File: src/rtl/turn_seq_param_pkg.sv
// Shared mode encodings and width helper for the turn-signal sequencer.
package turn_seq_pkg;

  typedef enum logic [1:0] {
    MODE_OFF   = 2'b00,
    MODE_RIGHT = 2'b01,
    MODE_LEFT  = 2'b10,
    MODE_HAZ   = 2'b11
  } mode_e;

  // Counter width needed to hold values 0..n-1, never below one bit.
  function automatic int width_of(input int n);
    return (n <= 2) ? 1 : $clog2(n);
  endfunction

endpackage

File: src/rtl/turn_seq_param_if.sv
// Command/lamp bundle between the driver-control decode and the lamp drivers.
interface turn_seq_param_if
  import turn_seq_pkg::*;
#(
  parameter int LAMPS = 3
);
  logic [1:0]         D;
  logic               BRK;
  logic [2*LAMPS-1:0] Out;
  logic               Stb;
  mode_e              dbg_mode;

  // D/BRK are levels sampled every CLK edge; there is no backpressure.
  // Out and Stb are registered and valid every cycle after reset.
  modport master (output D, BRK, input Out, Stb, dbg_mode);
  modport slave  (input D, BRK, output Out, Stb, dbg_mode);
endinterface

File: src/rtl/turn_seq_param_step_prescaler.sv
// Free-running step prescaler: step is high while the count sits at DIV-1.
module step_prescaler
  import turn_seq_pkg::*;
#(
  parameter int DIV = 1
) (
  input  logic CLK,
  input  logic RST,
  input  logic clr,
  output logic step
);
  localparam int CW = width_of(DIV);
  localparam logic [CW-1:0] LAST = CW'(DIV - 1);

  logic [CW-1:0] c_q, c_d;

  assign step = (c_q == LAST);

  always_comb begin
    c_d = c_q + CW'(1);
    if (clr || step) c_d = '0;
  end

  always_ff @(posedge CLK) begin
    if (RST) c_q <= '0;
    else     c_q <= c_d;
  end
endmodule

File: src/rtl/turn_seq_param.sv
// Turn/hazard/brake lamp sequencer for one light cluster with a programmable step rate.
module turn_seq_param
  import turn_seq_pkg::*;
#(
  parameter int LAMPS = 3,
  parameter int DIV   = 1
) (
  input  logic CLK,
  input  logic RST,
  turn_seq_param_if.slave bus
);
  localparam int PW = width_of(LAMPS + 1);

  mode_e              m_q, m_d;
  logic [PW-1:0]      p_q, p_d;
  logic [2*LAMPS-1:0] out_q, out_d;
  logic               stb_q, stb_d;
  logic               chg, step;
  logic [LAMPS-1:0]   left_lit, right_lit, side_fill;

  assign chg = (bus.D != m_q);

  step_prescaler #(.DIV(DIV)) u_presc (
    .CLK  (CLK),
    .RST  (RST),
    .clr  (chg),
    .step (step)
  );

  always_comb begin
    m_d   = m_q;
    p_d   = p_q;
    stb_d = 1'b0;
    if (chg) begin
      m_d = mode_e'(bus.D);
      p_d = (bus.D == MODE_OFF) ? PW'(0) : PW'(1);
    end else if (step) begin
      stb_d = 1'b1;
      case (m_q)
        MODE_RIGHT, MODE_LEFT: p_d = (p_q == PW'(LAMPS)) ? PW'(0) : p_q + PW'(1);
        MODE_HAZ:              p_d = (p_q == PW'(0)) ? PW'(1) : PW'(0);
        default:               p_d = PW'(0);
      endcase
    end

    // Lamp i counts outward from the centre of the cluster.
    left_lit  = '0;
    right_lit = '0;
    for (int i = 0; i < LAMPS; i++) begin
      left_lit[i]            = (i < int'(p_d));
      right_lit[LAMPS-1-i]   = (i < int'(p_d));
    end
    side_fill = bus.BRK ? '1 : '0;

    case (m_d)
      MODE_RIGHT: out_d = {side_fill, right_lit};
      MODE_LEFT:  out_d = {left_lit, side_fill};
      MODE_HAZ:   out_d = (p_d != PW'(0)) ? '1 : '0;
      default:    out_d = {side_fill, side_fill};
    endcase
  end

  always_ff @(posedge CLK) begin
    if (RST) begin
      m_q   <= MODE_OFF;
      p_q   <= '0;
      out_q <= '0;
      stb_q <= 1'b0;
    end else begin
      m_q   <= m_d;
      p_q   <= p_d;
      out_q <= out_d;
      stb_q <= stb_d;
    end
  end

  assign bus.Out      = out_q;
  assign bus.Stb      = stb_q;
  assign bus.dbg_mode = m_q;
endmodule

File: src/flat_wrapper.sv
// flat-port wrapper written by rule: the top's interface ports become plain ports
module turn_seq_param_flat import turn_seq_pkg::*;
#(
  parameter int LAMPS = 3,
  parameter int DIV   = 1
)
  (CLK, RST, bus_D, bus_BRK, bus_Out, bus_Stb, bus_dbg_mode);
  turn_seq_param_if #(.LAMPS(LAMPS)) bus_i ();
  input  logic CLK;
  input  logic RST;
  input wire logic [$bits(bus_i.D)-1:0] bus_D;
  input wire logic [$bits(bus_i.BRK)-1:0] bus_BRK;
  output wire logic [$bits(bus_i.Out)-1:0] bus_Out;
  output wire logic [$bits(bus_i.Stb)-1:0] bus_Stb;
  output wire logic [$bits(bus_i.dbg_mode)-1:0] bus_dbg_mode;
  assign bus_i.D = bus_D;
  assign bus_i.BRK = bus_BRK;
  assign bus_Out = bus_i.Out;
  assign bus_Stb = bus_i.Stb;
  assign bus_dbg_mode = bus_i.dbg_mode;
  turn_seq_param #(.LAMPS(LAMPS), .DIV(DIV)) u_core (.CLK(CLK), .RST(RST), .bus(bus_i));
endmodule
File: config.mk
export PLATFORM = sky130hd
export DESIGN_NAME = turn_seq_param_flat
export DESIGN_NICKNAME = d
export VERILOG_FILES = /design/src/rtl/turn_seq_param_pkg.sv /design/src/rtl/turn_seq_param_if.sv /design/src/rtl/turn_seq_param_step_prescaler.sv /design/src/rtl/turn_seq_param.sv /design/src/flat_wrapper.sv
export SDC_FILE = /design/constraint.sdc
export NUM_CORES = 1
export LEC_CHECK = 0
export ABC_AREA = 1
export CAP_MARGIN = 20
export CELL_PAD_IN_SITES_DETAIL_PLACEMENT = 1
export CELL_PAD_IN_SITES_GLOBAL_PLACEMENT = 1
export CORE_MARGIN = 1.5
export CORE_UTILIZATION = 32
export CTS_BUF_LIST = sky130_fd_sc_hd__clkbuf_8
export DETAILED_ROUTE_END_ITERATION = 12
export PLACE_DENSITY_LB_ADDON = 0.3
export SLEW_MARGIN = 40
export SYNTH_ARGS = -nofsm -noshare
export SYNTH_HDL_FRONTEND = slang
export SYNTH_SLANG_ARGS = --single-unit
File: constraint.sdc
create_clock -name CLK -period 1.4 [get_ports CLK]
set_input_delay 0.14 -clock CLK [delete_from_list [all_inputs] [get_ports CLK]]
set_output_delay 0.14 -clock CLK [all_outputs]
set_load 0.05 [all_outputs]
# --- After elaboration in Yosys (flattened, before gate mapping) ---
# Cells that the tools add are included.
op_classes:
  add_sub_neg: 2
  magnitude_cmp: 3
  eq_ne: 8
  n_mux: 11
  bitwise_logic: 1
  reduce_logical: 7
op_table:
  columns: ["op", "n"]
  rows:
  - ["6-bit one-hot mux with 3 select lines", 1]
  - ["2-bit equality test (second input constant)", 5]
  - ["2-bit two-way mux", 4]
  - ["6-bit two-way mux", 1]
  - ["2-bit OR reduction", 3]
  - ["2-bit by 1-bit equality test with 1-bit output (second input constant)", 2]
  - ["2-bit logical NOT", 2]
  - ["1-bit by 2-bit less-than comparator with 1-bit output (first input constant)", 2]
  - ["2-bit one-hot mux with 2 select lines", 1]
  - ["1-bit two-way mux", 3]
  - ["3-bit two-way mux", 1]
  - ["2-bit by 1-bit adder with 2-bit output (second input constant)", 1]
  - ["2-bit less-than comparator (first input constant)", 1]
  - ["2-bit != test", 1]
  - ["2-bit nonzero test", 1]
  - ["1-bit adder (second input constant)", 1]
  - ["1-bit logical OR", 1]
  - ["1-bit NOT", 1]
word_totals:
  regBits: 12
  inputBits: 5
  out_inout_bits: 9
  elab_cells: 37

# --- Longest topological paths before layout ---
depth:
  word_depth: 8
  mapped_depth: 10

# --- By module ---
# From an unflattened synthesis, not the netlist that was laid out.
hier_totals:
  hier_cells: 83
  area_unflattened_um2: 664.4
by_module_without_submodules:
  columns: ["mod", "n_inst", "cells_per_inst", "area_each_um2", "seq_area_each_um2"]
  rows:
  - ["turn_seq_param", 1, 80, 636.9, 220.2]
  - ["step_prescaler", 1, 3, 27.5, 20.0]

# --- Worst setup path before layout ---
# Ideal clock, no wire load.
synth_path:
  path_kind: "flip-flop to flip-flop"
  start: "register u_core.m_q[1], in the netlist u_core.bus.dbg_mode[1]"
  end: "register u_core.out_q[1], in the netlist u_core.bus.Out[1]"
  setup_time_ns: 0.069
  arrival_ns: 1.668
  required_ns: 1.331
  setup_slack_ns: -0.337
  stages_incl_launch_ff: 10
  synth_period_minus_slack_ns: 1.737
  path_cell_list: "dfxtp_1 -> inv_1 -> ha_1 -> nor2_1 -> nand3_1 -> nand2_1 -> nand2_4 -> o21ai_1 -> inv_1 -> a21oi_2"
synth_between:
  elab_chain_len: 8
  word_cells_on_any_way: 16
  cone_classes: "order compare: 1; eq/ne: 7; mux: 6; reduce/logical: 2"
synth_lines:
  columns: ["item", "line_no", "source"]
  rows:
  - ["start, declared", "turn_seq_param.sv:14", "mode_e m_q, m_d;"]
  - ["start signal, assigned", "turn_seq_param.sv:70", "m_q <= m_d;"]
  - ["2-bit by 1-bit equality test with 1-bit output / 2-bit equality test (equally long branches)", "turn_seq_param.sv:39", "case (m_q)"]
  - ["2-bit OR reduction", "turn_seq_param.sv:39", null]
  - ["2-bit one-hot mux with 2 select lines", "turn_seq_param.sv:39", null]
  - ["2-bit two-way mux", "turn_seq_param.sv:37", "end else if (step) begin"]
  - ["2-bit two-way mux", "turn_seq_param.sv:34", "if (chg) begin"]
  - ["2-bit nonzero test", "turn_seq_param.sv:58", "MODE_HAZ: out_d = (p_d != PW'(0)) ? '1 : '0;"]
  - ["6-bit two-way mux", "turn_seq_param.sv:58", null]
  - ["6-bit one-hot mux with 3 select lines (*)", "turn_seq_param.sv:55", "case (m_d)"]
  - ["end signal, assigned", "turn_seq_param.sv:72", "out_q <= out_d;"]
  - ["end, declared", "turn_seq_param.sv:16", "logic [2*LAMPS-1:0] out_q, out_d;"]
# Every way passes the cells marked *; elsewhere a longest branch is shown, timed or not.
# A chain may end at the register's enable or synchronous reset.

# --- Final worst setup path ---
layout_path:
  start: "register u_core.m_q[1], in the netlist u_core.bus.dbg_mode[1]"
  end: "register u_core.out_q[5], in the netlist u_core.bus.Out[5]"
# Same word-level chain as after synthesis.

==> reports/metrics.yaml <==
status:
  status: "complete, no violations"
timing:
  fin_ws_ps: 26.7
  finalClockSkew_ps: 0.900
  period_needed_ps: 1370
  clock.fmax_ghz: 0.728
  finalCritPeriodShare_pct: 98.1
  rsz0062_at_grt: "true"
  hold_viol_final: 0
  finalSetupViolations: 0
  slew_viol_final: 0
placement:
  placed_cells: 126
  place_ws_ps: -173
  gp_congestion: 0.723
  port_buffers: 13
  hpwl_um: 1170
cts:
  clk_pin_slew_ps: 50
  hold_buffers: 0
  root_buffer: "clkbuf_8"
  clk_path_buf_depth: 2
  insertion_delay_ps: 250
  cts_max_level: 1
  cts_tree: "built"
  cts-buffers-inserted: 3
  cts_sinks: 12
critical_path:
  r2r-end: "u_core.bus.Out[5]"
  reg2reg_slack_ps: 30
  crit_required_ps: 1540
  cp-end-kind: "flip-flop"
  reg2reg_depth: 10
  worstReg2RegStart: "u_core.bus.dbg_mode[1]"
  crit_type: "reg -> reg"
  arrival_ps: 1510
  cp-start-kind: "flip-flop"
  cp_max_fo: 4
grt:
  gr-total-overflow: 0
  grt_pass1_wl_um: 2520
  grt_max_degree: 8
  antenna_found_initial: 0
  grt_use_total_pct: 17.3
  first_global_vias: 580
logic_synthesis:
  synth_area_leaders: "dfxtp_1, nand2_1, ha_1, a21oi_2, inv_1"
  synthMuxAreaShare_pct: 0
  postSynthCellCount: 81
  ys_seq_elements: 12
  dominantRegCellSynth: "dfxtp_1"
  synth-warning-count: 0
  postSynth.asyncResetShare_pct: 0
  syn_avg_cell_area_um2: 7.46
  synth-edff-count: 0
  synth.most_common_cell: "nand2_1"
  synth_top_family_by_area: "simple AND/OR/NAND/NOR gates"
  synth_cell_types: 16
  synth_fa_ha_area_share_pct: 8.28
  synth_area_um2: 604
  syn_nets: 90
  yosys.area.top_type: "dfxtp_1"
  synth-simple-area-share_pct: 33.1
  ys_top_cells_by_count: "nand2_1, dfxtp_1, inv_1, nor2_1"
  synth_compound_gate_area_share_pct: 8.90
  synth_xor_area_share_pct: 0
  synth_top_area_share_pct: 39.8
  ys_seq_area_share_pct: 39.8
pwr:
  seq_power_share_pct: 36.9
  powerDensity_nw_per_um2: 1050
  p_int_uw: 713
  power.share.clock_pct: 37.8
  ir_drop_mv: 0.817
  p_sw_share_pct: 29.9
  switchingPower_uw: 304
  leakagePower_uw: 0.000488
  p_comb_share_pct: 25.2
layout:
  diodes: 0
  drive_gt1_share_pct: 50.9
  n_fill_cell: 220
  final_util_pct: 55.7
  syn_to_final_growth_pct: 60.9
  nets: 118
  multiInputGateArea_um2: 364
  final_cells: 133
  seqCellArea_um2: 249
floorplan:
  die_x_um: 46.5
  core_area_um2: 1750
  die_area_um2: 2160
  die_y_um: 46.5
  io_pins: 14
  rows: 15
  start_util_pct: 34.6
job:
  maxCapViolations: 0
route:
  drtIter0Drc: 4
  drt_pass1_iterations: 2
  drc: 0
  ant_nets: 0
  viasPerCell: 4.38
  dr_total_vias: 583
  routed_wl_um: 1540
  wl_per_cell_um: 11.6
worst_hold_path:
  min_to: "u_core.bus.dbg_mode[0]"
  hp-start: "bus_D[0]"
  hp-class: "in -> reg"
  hold_depth: 4
cell families after synthesis:
| family | count (synthesis) |
|---|---|
| other | 1 |
| adder cells (fa/ha/maj) | 4 |
| AO/OA/AOI/OAI | 7 |
| buffers and inverters | 15 |
| AND/OR/NAND/NOR | 42 |
| flip-flops | 12 |
routing by layer:
metal / part of all wire, % / global-route usage [%]
met2: 55 / 30.0
met4: 2.3 / 11.4
met5: 0 / 0
met1: 39 / 18.5
met3: 2.7 / 3.92
sequential cells by signal (all words and copies together) (netlist names):
register / count
u_core.bus.Out: 6
u_core.bus.Stb: 1
u_core.bus.dbg_mode: 2
u_core.p_q: 2
u_core.u_presc.c_q: 1
power groups by stage:
stage / clock [uW] / sequential, uW / combinational [uW]
floorplan: 0 / 438 / 88.8
global placement: 0 / 381 / 227
detailed placement: 0 / 382 / 234
CTS: 390 / 376 / 237
global route: 400 / 379 / 277
finish: 385 / 376 / 257
layout by cell type (no fill, tap or decap), drive strengths merged, types with 2 or more instances in the layout:
cell type,netlist,routed
inv,14,14
nor2,12,12
ha,4,4
dfxtp,12,12
buf,0,20
nand2,26,26
clkbuf,1,4
nand3,3,3
a21oi,5,5
o21ai,2,2
clkdlybuf4s50,0,3
cell type report:
type	instances	area share, %
clock buffer	4	5.66
inverter	14	5.66
multi-input combinational	54	37.5
sequential	12	25.6
tap	25	3.22
timing repair buffer	24	22.4
critical path: stages, from the launching register on:
cell	delay, ps
dfxtp_4	380
inv_4	40
ha_4	240
nand2_2	60
nand2_2	50
nand2_2	60
nand2_2	70
nand2_4	100
nor2_1	50
nor2_1	140
a21oi_2	70
how the worst max path moves through the flow:
stage          slack, ps                 to              startpoint
2_1_floorplan         30  u_core.bus.Out[5]  u_core.bus.dbg_mode[0]
3_3_place_gp        -130  u_core.bus.Out[5]                bus_D[1]
3_5_place_dp        -170  u_core.bus.Out[5]                bus_D[0]
4_1_cts                6  u_core.bus.Out[5]  u_core.bus.dbg_mode[1]
5_1_grt              -80  u_core.bus.Out[0]  u_core.bus.dbg_mode[1]
6_report              30  u_core.bus.Out[5]  u_core.bus.dbg_mode[1]
what timing repair did:
item / in CTS / in global routing
setup buffers: 0 / 3
pin swaps: 1 / 16
hold endpoints to repair: 0 / 0
endpoints found under the setup margin: 1 / 7
gates resized for setup: 1 / 12
metrics by stage:
stage	power [uW]	setup TNS [ps]	instance area [um^2]	hold WS, ps
floorplan	526	0	636	213
global placement	608	-673	856	483
detailed placement	616	-930	856	515
CTS	1000	0	912	522
global route	1060	-317	972	330
finish	1020	0	972	310
Note: power is estimated with default switching activity, not from simulation.
